`src/rtl/rsnn_pkg.sv`:
```
// Shared RSNN constants and the parameter-loader state encoding.
// Weights occupy the upper RSNN_WEIGHT_BITS of the parameter word; neuron params sit below.
package rsnn_pkg;

    localparam int unsigned RSNN_PARAM_BITS        = 312;
    localparam int unsigned RSNN_WEIGHT_BITS       = 216;
    localparam int unsigned RSNN_NEURON_PARAM_BITS = 96;
    localparam int unsigned RSNN_WEIGHT_LSB        = 96;

    typedef enum logic [1:0] {
        IDLE,
        SHIFT,
        PARITY
    } loader_state_t;

endpackage

```
`src/rtl/rsnn_sync_chain.sv`:
```
// Reset-to-zero flop chain used to bring asynchronous control pins into the clk domain.
module rsnn_sync_chain #(
    parameter int unsigned STAGES = 2
) (
    input  logic clk,
    input  logic reset,
    input  logic d,
    output logic q
);

    logic [STAGES-1:0] chain;

    always_ff @(posedge clk or posedge reset) begin
        if (reset) begin
            chain <= '0;
        end else begin
            chain <= {chain[STAGES-2:0], d};
        end
    end

    assign q = chain[STAGES-1];

endmodule

```
`src/rtl/rsnn_param_loader.sv`:
```
// Serial parameter loader: shifts a bitstream into a shadow word, optionally checks an
// even-parity trailer, and commits the whole word to params in a single edge.
module rsnn_param_loader
    import rsnn_pkg::*;
#(
    parameter int unsigned TOTAL_BITS  = RSNN_PARAM_BITS,
    parameter int unsigned SYNC_STAGES = 2,
    parameter int unsigned PARITY_EN   = 1
) (
    input  logic                  clk,
    input  logic                  reset,
    input  logic                  system_enable,
    input  logic                  load_params,
    input  logic                  serial_in,
    input  logic                  serial_valid,
    output logic [TOTAL_BITS-1:0] params,
    output logic                  params_valid,
    output logic                  busy,
    output logic                  data_written,
    output logic                  end_writing,
    output logic                  parity_error
);

    localparam int unsigned      CNT_W    = $clog2(TOTAL_BITS + 1);
    localparam logic [CNT_W-1:0] LAST_IDX = CNT_W'(TOTAL_BITS - 1);

    loader_state_t         state;
    logic [CNT_W-1:0]      cnt;
    logic [TOTAL_BITS-1:0] shadow;
    logic [TOTAL_BITS-1:0] shifted;
    logic                  sen;
    logic                  lreq;
    logic                  lreq_d;
    logic                  lrise;
    logic                  accept;

    rsnn_sync_chain #(.STAGES(SYNC_STAGES)) u_sen_sync (
        .clk   (clk),
        .reset (reset),
        .d     (system_enable),
        .q     (sen)
    );

    rsnn_sync_chain #(.STAGES(SYNC_STAGES)) u_load_sync (
        .clk   (clk),
        .reset (reset),
        .d     (load_params),
        .q     (lreq)
    );

    assign lrise   = lreq & ~lreq_d;
    assign accept  = (state != IDLE) && sen && serial_valid;
    assign shifted = {shadow[TOTAL_BITS-2:0], serial_in};

    always_ff @(posedge clk or posedge reset) begin
        if (reset) begin
            state        <= IDLE;
            cnt          <= '0;
            shadow       <= '0;
            lreq_d       <= 1'b0;
            params       <= '0;
            params_valid <= 1'b0;
            busy         <= 1'b0;
            data_written <= 1'b0;
            end_writing  <= 1'b0;
            parity_error <= 1'b0;
        end else begin
            lreq_d       <= lreq;
            data_written <= 1'b0;
            end_writing  <= 1'b0;

            // A load request restarts from bit 0 in any busy state; from IDLE it needs sen.
            if (lrise && ((state != IDLE) || sen)) begin
                state        <= SHIFT;
                busy         <= 1'b1;
                cnt          <= '0;
                shadow       <= '0;
                parity_error <= 1'b0;
            end else if (accept) begin
                data_written <= 1'b1;
                if (state == SHIFT) begin
                    shadow <= shifted;
                    cnt    <= cnt + 1'b1;
                    if (cnt == LAST_IDX) begin
                        if (PARITY_EN != 0) begin
                            state <= PARITY;
                        end else begin
                            state        <= IDLE;
                            busy         <= 1'b0;
                            params       <= shifted;
                            params_valid <= 1'b1;
                            end_writing  <= 1'b1;
                        end
                    end
                end else begin
                    state <= IDLE;
                    busy  <= 1'b0;
                    if ((^shadow) ^ serial_in) begin
                        parity_error <= 1'b1;
                    end else begin
                        params       <= shadow;
                        params_valid <= 1'b1;
                        end_writing  <= 1'b1;
                    end
                end
            end
        end
    end

endmodule

```
`config.mk`:
```
export PLATFORM = sky130hd
export DESIGN_NAME = rsnn_param_loader
export DESIGN_NICKNAME = d
export VERILOG_FILES = /design/src/rtl/rsnn_pkg.sv /design/src/rtl/rsnn_sync_chain.sv /design/src/rtl/rsnn_param_loader.sv
export SDC_FILE = /design/constraint.sdc
export NUM_CORES = 1
export LEC_CHECK = 0
export ABC_AREA = 0
export CAP_MARGIN = 20
export CORE_ASPECT_RATIO = 0.75
export CORE_MARGIN = 5
export CORE_UTILIZATION = 45
export CTS_CLUSTER_SIZE = 25
export DETAILED_ROUTE_END_ITERATION = 8
export GPL_ROUTABILITY_DRIVEN = 0
export PLACE_DENSITY = 0.64
export SETUP_SLACK_MARGIN = 0.4
export SLEW_MARGIN = 20
export SYNTH_ARGS = -nofsm -noshare
export SYNTH_HDL_FRONTEND = slang
export SYNTH_SLANG_ARGS = --single-unit
export TNS_END_PERCENT = 50
```
`constraint.sdc`:
```
create_clock -name clk -period 28.8 [get_ports clk]
set_clock_uncertainty 0.1 [all_clocks]
set_input_delay 8.64 -clock clk [delete_from_list [all_inputs] [get_ports clk]]
set_output_delay 8.64 -clock clk [all_outputs]
set_load 0.02 [all_outputs]
```
Yosys cells after proc, flatten, opt, wreduce, memory -nomap -nowiden
Index checks and enable logic that the tools add are counted.

Register bits after elaboration: 645. Bits of input ports: 6. Output and inout port bits: 317.

Add/subtract/negate cells: 1. Eq/ne operators: 4. Mux-type cells: 23. Bitwise gates (word level): 6. Reductions and logical operators: 14.

Operators by type and width (count): 312-bit 2-to-1 mux (3); 312-bit parity (1); 9-bit 2-to-1 mux (3); 1-bit 2-to-1 mux (13); 9-bit by 1-bit adder with 9-bit output (second input constant) (1); 9-bit == test (second input constant) (1); 2-bit 2-to-1 mux (4); 2-bit nonzero test (4); 2-bit AND reduction (3); 1-bit NOT (4); 4-bit AND reduction (1); 1-bit logical AND (3); 3-bit by 2-bit != test with 1-bit output (second input constant) (1); 3-bit AND reduction (1); 2-bit by 1-bit == test with 1-bit output (second input constant) (1); 2-bit != test (second input constant) (1); 1-bit bitwise AND (1); 1-bit logical OR (1); 1-bit XOR (1).

Longest topological paths before layout
Depth after elaboration: 6. Gate-level depth with buffers: 12. Gate-level depth less buffers: 10.

By module
Synthesis repeated with hierarchy kept, for this count alone.

Cell total of the unflattened synthesis: 1734. Area total of the unflattened synthesis: 26240.2 µm².

By module, submodules not included: rsnn_param_loader (times used 1, cells each 1728, area an instance 26132.6 µm², sequential area each 16040.4 µm²); rsnn_sync_chain (times used 2, cells each 3, area an instance 53.8 µm², sequential area each 50.0 µm²).

Worst setup path before layout
OpenSTA, ideal clock, no wires.

Path type: input -> register. Start point: input serial_in. End point: register params[101]. Setup time: 0.125 ns. Arrival: 11.113 ns. Data required time: 28.575 ns. Setup slack: 17.462 ns. Cell stages on the path: 12. Buffers on the path: 2. Path through: xnor2_1 -> xnor2_1 -> xnor2_1 -> xnor2_1 -> xnor2_1 -> xnor2_1 -> xnor2_1 -> xnor3_1 -> nor3_2 -> buf_2 -> buf_2 -> mux2_2.

Cells in the longest elaborated chain, start to end: 3.

Ends and longest elaborated chain: start: declaration (line rsnn_param_loader.sv:14) `input logic serial_in,`; 1-bit XOR (line rsnn_param_loader.sv:98) `if ((^shadow) ^ serial_in) begin`; 1-bit NOT (no source line); 4-bit AND reduction (no source line); end signal: assignment (line rsnn_param_loader.sv:90) `params <= shifted;`; end signal: assignment (line rsnn_param_loader.sv:101) `params <= shadow;`; end: declaration (line rsnn_param_loader.sv:16) `output logic [TOTAL_BITS-1:0] params,`.

Every way passes these cells. A chain may end at the register's enable or synchronous reset.

Worst setup path in the final report
Start point: input serial_in. End point: register params[53].

Same word-level chain as after synthesis.

==> results.yml <==
status:
  status: "finished, final reports clean"
logic_synthesis:
  avgSynthCellArea_um2: 14.9
  ys_types: 31
  synth_top_family_by_area: "multiplexers"
  synthMuxAreaShare: 0.136
  yosys.area_share.simple: 0.00753
  ys.flop_type: "dfrtp_1"
  yosysTopAreaCellShare: 0.623
  synth_area_leaders: "dfrtp_1, mux2_2, a22o_1, xnor2_1, xor2_1"
  syn_inst: 1738
  seq_area_frac_synth: 0.623
  synth_top_cell_by_area: "dfrtp_1"
  ys_ff_latch: 645
  synthAdderAreaFrac: 0.000483
  synth-compound-area-share: 0.107
  yosys_warnings: 0
  post-synth-top-count-cell: "dfrtp_1"
  synth_enable_flop_cells: 0
  synthArstFlopShare: 1.00
  synth_common_cells: "dfrtp_1, a22o_1, mux2_2"
  syn-num-nets: 1745
  syn_area_mm2: 0.0259
  synth-xor-area-share: 0.108
route:
  met2_length_um: 26200
  met3_length_um: 3170
  drc: 0
  top_layer: "met4"
  drt-initial-drc-count: 978
  routed_wirelength_um: 58200
  via_count: 15200
  final_antenna_net_count: 0
  routed_via_density: 5.29
  met1_length_um: 27800
  wire_per_inst_um: 20.3
  drt_first_pass_iters: 5
critical_path:
  cp_slowest_stage_delay_ns: 0.96
  path_max_fanout: 80
  slowest_stage: "buf_4"
  path_cells: "clkdlybuf4s50_1 > xnor2_1 > xnor2_1 > xnor2_1 > xnor2_1 > xnor2_1 > xnor2_1 > xnor2_1 > xnor3_1 > nor3_4 > buf_4 > buf_4 > mux2_2"
  required_ns: 29.16
  critical_path_arrival_ns: 13.20
  worstSetupStartpointType: "primary input"
  crit_path_end_kind: "flop"
  cp_common_cell: "xnor2_1"
  critPathKind: "primary input to flop"
pwr:
  swShare: 0.212
  p_int_uw: 1460
  clkPwrFrac: 0.481
  power.net_switching_uw: 392
  share_comb_of_total_power: 0.026
  powerDensity_mw_per_mm2: 57.5
  vdd_drop_max_uv: 32.4
  power_frac_seq: 0.493
  leakage_uw: 0.0149
global_route:
  overflow: 0
  grt_pass1_wl_um: 92700
  grt_pass1_vias: 15600
  grtUsageTotal: 0.186
  grt_max_degree: 222
  antenna_found_initial: 0
clock_network:
  cts_buffers: 67
  cts_tree: "done"
  ctsHoldBuffers: 0
  clk_latency_ns: 0.59
  clk_root_buffer_cell: "clkbuf_16"
  cts_sinks: 645
  cts_resized: 0
  cts-htree-levels: 3
  clockBufferDepth: 3
  cts_setup_buffers: 0
  cts.clk_slew.worst_paths_ns: 0.06
timing:
  hold_violations: 0
  slew_violations: 0
  tightestPinTransition_ns: 1.10
  setup_violations: 0
  setup_tns_ns: 0
  max_freq_mhz: 77.9
  rsz0062_at_grt: "no"
  timing.slew.headroom: 0.266
  fin_crit_ns: 12.84
  fin_crit_sh: 0.446
finish:
  area_delta_synth_final_pct: 24.0
  num_antenna_cells: 0
  ff_latch_area_mm2: 0.0161
  fin_util: 0.561
  multi_input_area_mm2: 0.00933
  num-fill-cells: 4663
  drive_gt1_frac: 0.202
  fin_nets: 2049
placement:
  io_buffers: 322
  dp_hpwl_um: 37300
floorplanning:
  io_pins: 323
  die_height_um: 218
  initial_core_util: 0.453
  die_area_mm2: 0.0625
  core_area_mm2: 0.0572
  die_w_um: 287
  num_rows: 76
worst_hold_path:
  hp-class: "flop to flop"
flow_run:
  maxCapViolCount: 0
-- flip-flops by register name, indices dropped and copies added (netlist names) --
name	flops
busy	1
cnt	9
data_written	1
end_writing	1
lreq_d	1
params	312
params_valid	1
parity_error	1
shadow	312
state	2
u_load_sync.chain	2
u_sen_sync.chain	2
-- per-stage QoR --
step                      power [uW]  std cells  hold slack, ns  instance area (um2)  setup slack (ns)
after floorplan                  963       1738           0.231                25900              1.99
after global placement           976       2753           0.241                29800             15.40
after detailed placement         977       2753           0.238                29800             15.36
after CTS                       1880       2871           0.252                32100             15.95
after global routing            1920       2871           0.266                32100             15.65
final                           1850       2871           0.249                32100             15.96
-- logic make-up after synthesis --
kind of cell,Yosys count
and+or+nand+nor,38
adders and majority gates,1
xor gates and xnor gates,318
buffers and inverters,106
DFF,645
muxes,312
AOI/OAI and AO/OA,318
-- critical path: cells and delay by family --
family,cells,cell delay [ns]
xor gates and xnor gates,8,1.54
and+or+nand+nor,1,0.21
buffers and inverters,3,2.30
muxes,1,0.42
-- layout by cell type (no fill, tap or decap), types with 2 or more instances in the layout --
master,Yosys,layout
xnor2_1,275,275
buf_4,13,14
dfrtp_1,645,645
inv_6,0,2
clkbuf_16,0,68
clkinvlp_4,0,3
nor2_1,14,12
nor2_4,0,2
nand3_1,3,3
nand2b_1,3,3
nand2_1,5,5
buf_6,0,2
nand4_1,2,2
clkbuf_8,0,24
a22o_1,313,313
mux2_2,289,289
clkinv_2,0,6
bufinv_16,0,5
or2_2,2,2
xor2_1,42,42
mux2_1,23,23
nor3_1,2,2
clkdlybuf4s50_1,0,322
clkbuf_1,62,8
-- power by group through the flow --
stage	logic [uW]	registers [uW]	clock network, uW
2_1_floorplan	35.7	927	0
3_5_place_dp	50.2	927	0
4_1_cts	50.4	910	915
6_report	48.7	910	889
3_3_place_gp	49.4	926	0
5_1_grt	55.9	909	954
-- cell type report --
class,instances,share of cell area
flip-flops and latches,645,0.502
multi-input cells,987,0.290
repair buffers,339,0.105
clock buffers,100,0.0642
well taps,780,0.0304
clock inverters,18,0.00763
inverters,2,0.000467
-- path summary, 6_finish.rpt --
kind / from / endpoint / slack [ns] / depth (start not counted)
worst min register to register: u_sen_sync.chain[0] / u_sen_sync.chain[1] / 0.25 / 0
worst max-delay path: serial_in / params[53] / 15.96 / 13
min in group asynchronous: reset / shadow[258] / 8.56 / 2
max in group asynchronous: reset / shadow[114] / 16.81 / 5
worst min-delay path: u_sen_sync.chain[0] / u_sen_sync.chain[1] / 0.25 / 0
worst max register to register: shadow[66] / params[53] / 23.49 / 12
-- metal layers --
layer,GRT usage,vias up
met1,0.279,7961
li1,-,6854
met2,0.274,309
met5,0,-
met4,0.0450,0
met3,0.0450,66
No activity file was read; power rests on OpenSTA's default activity.
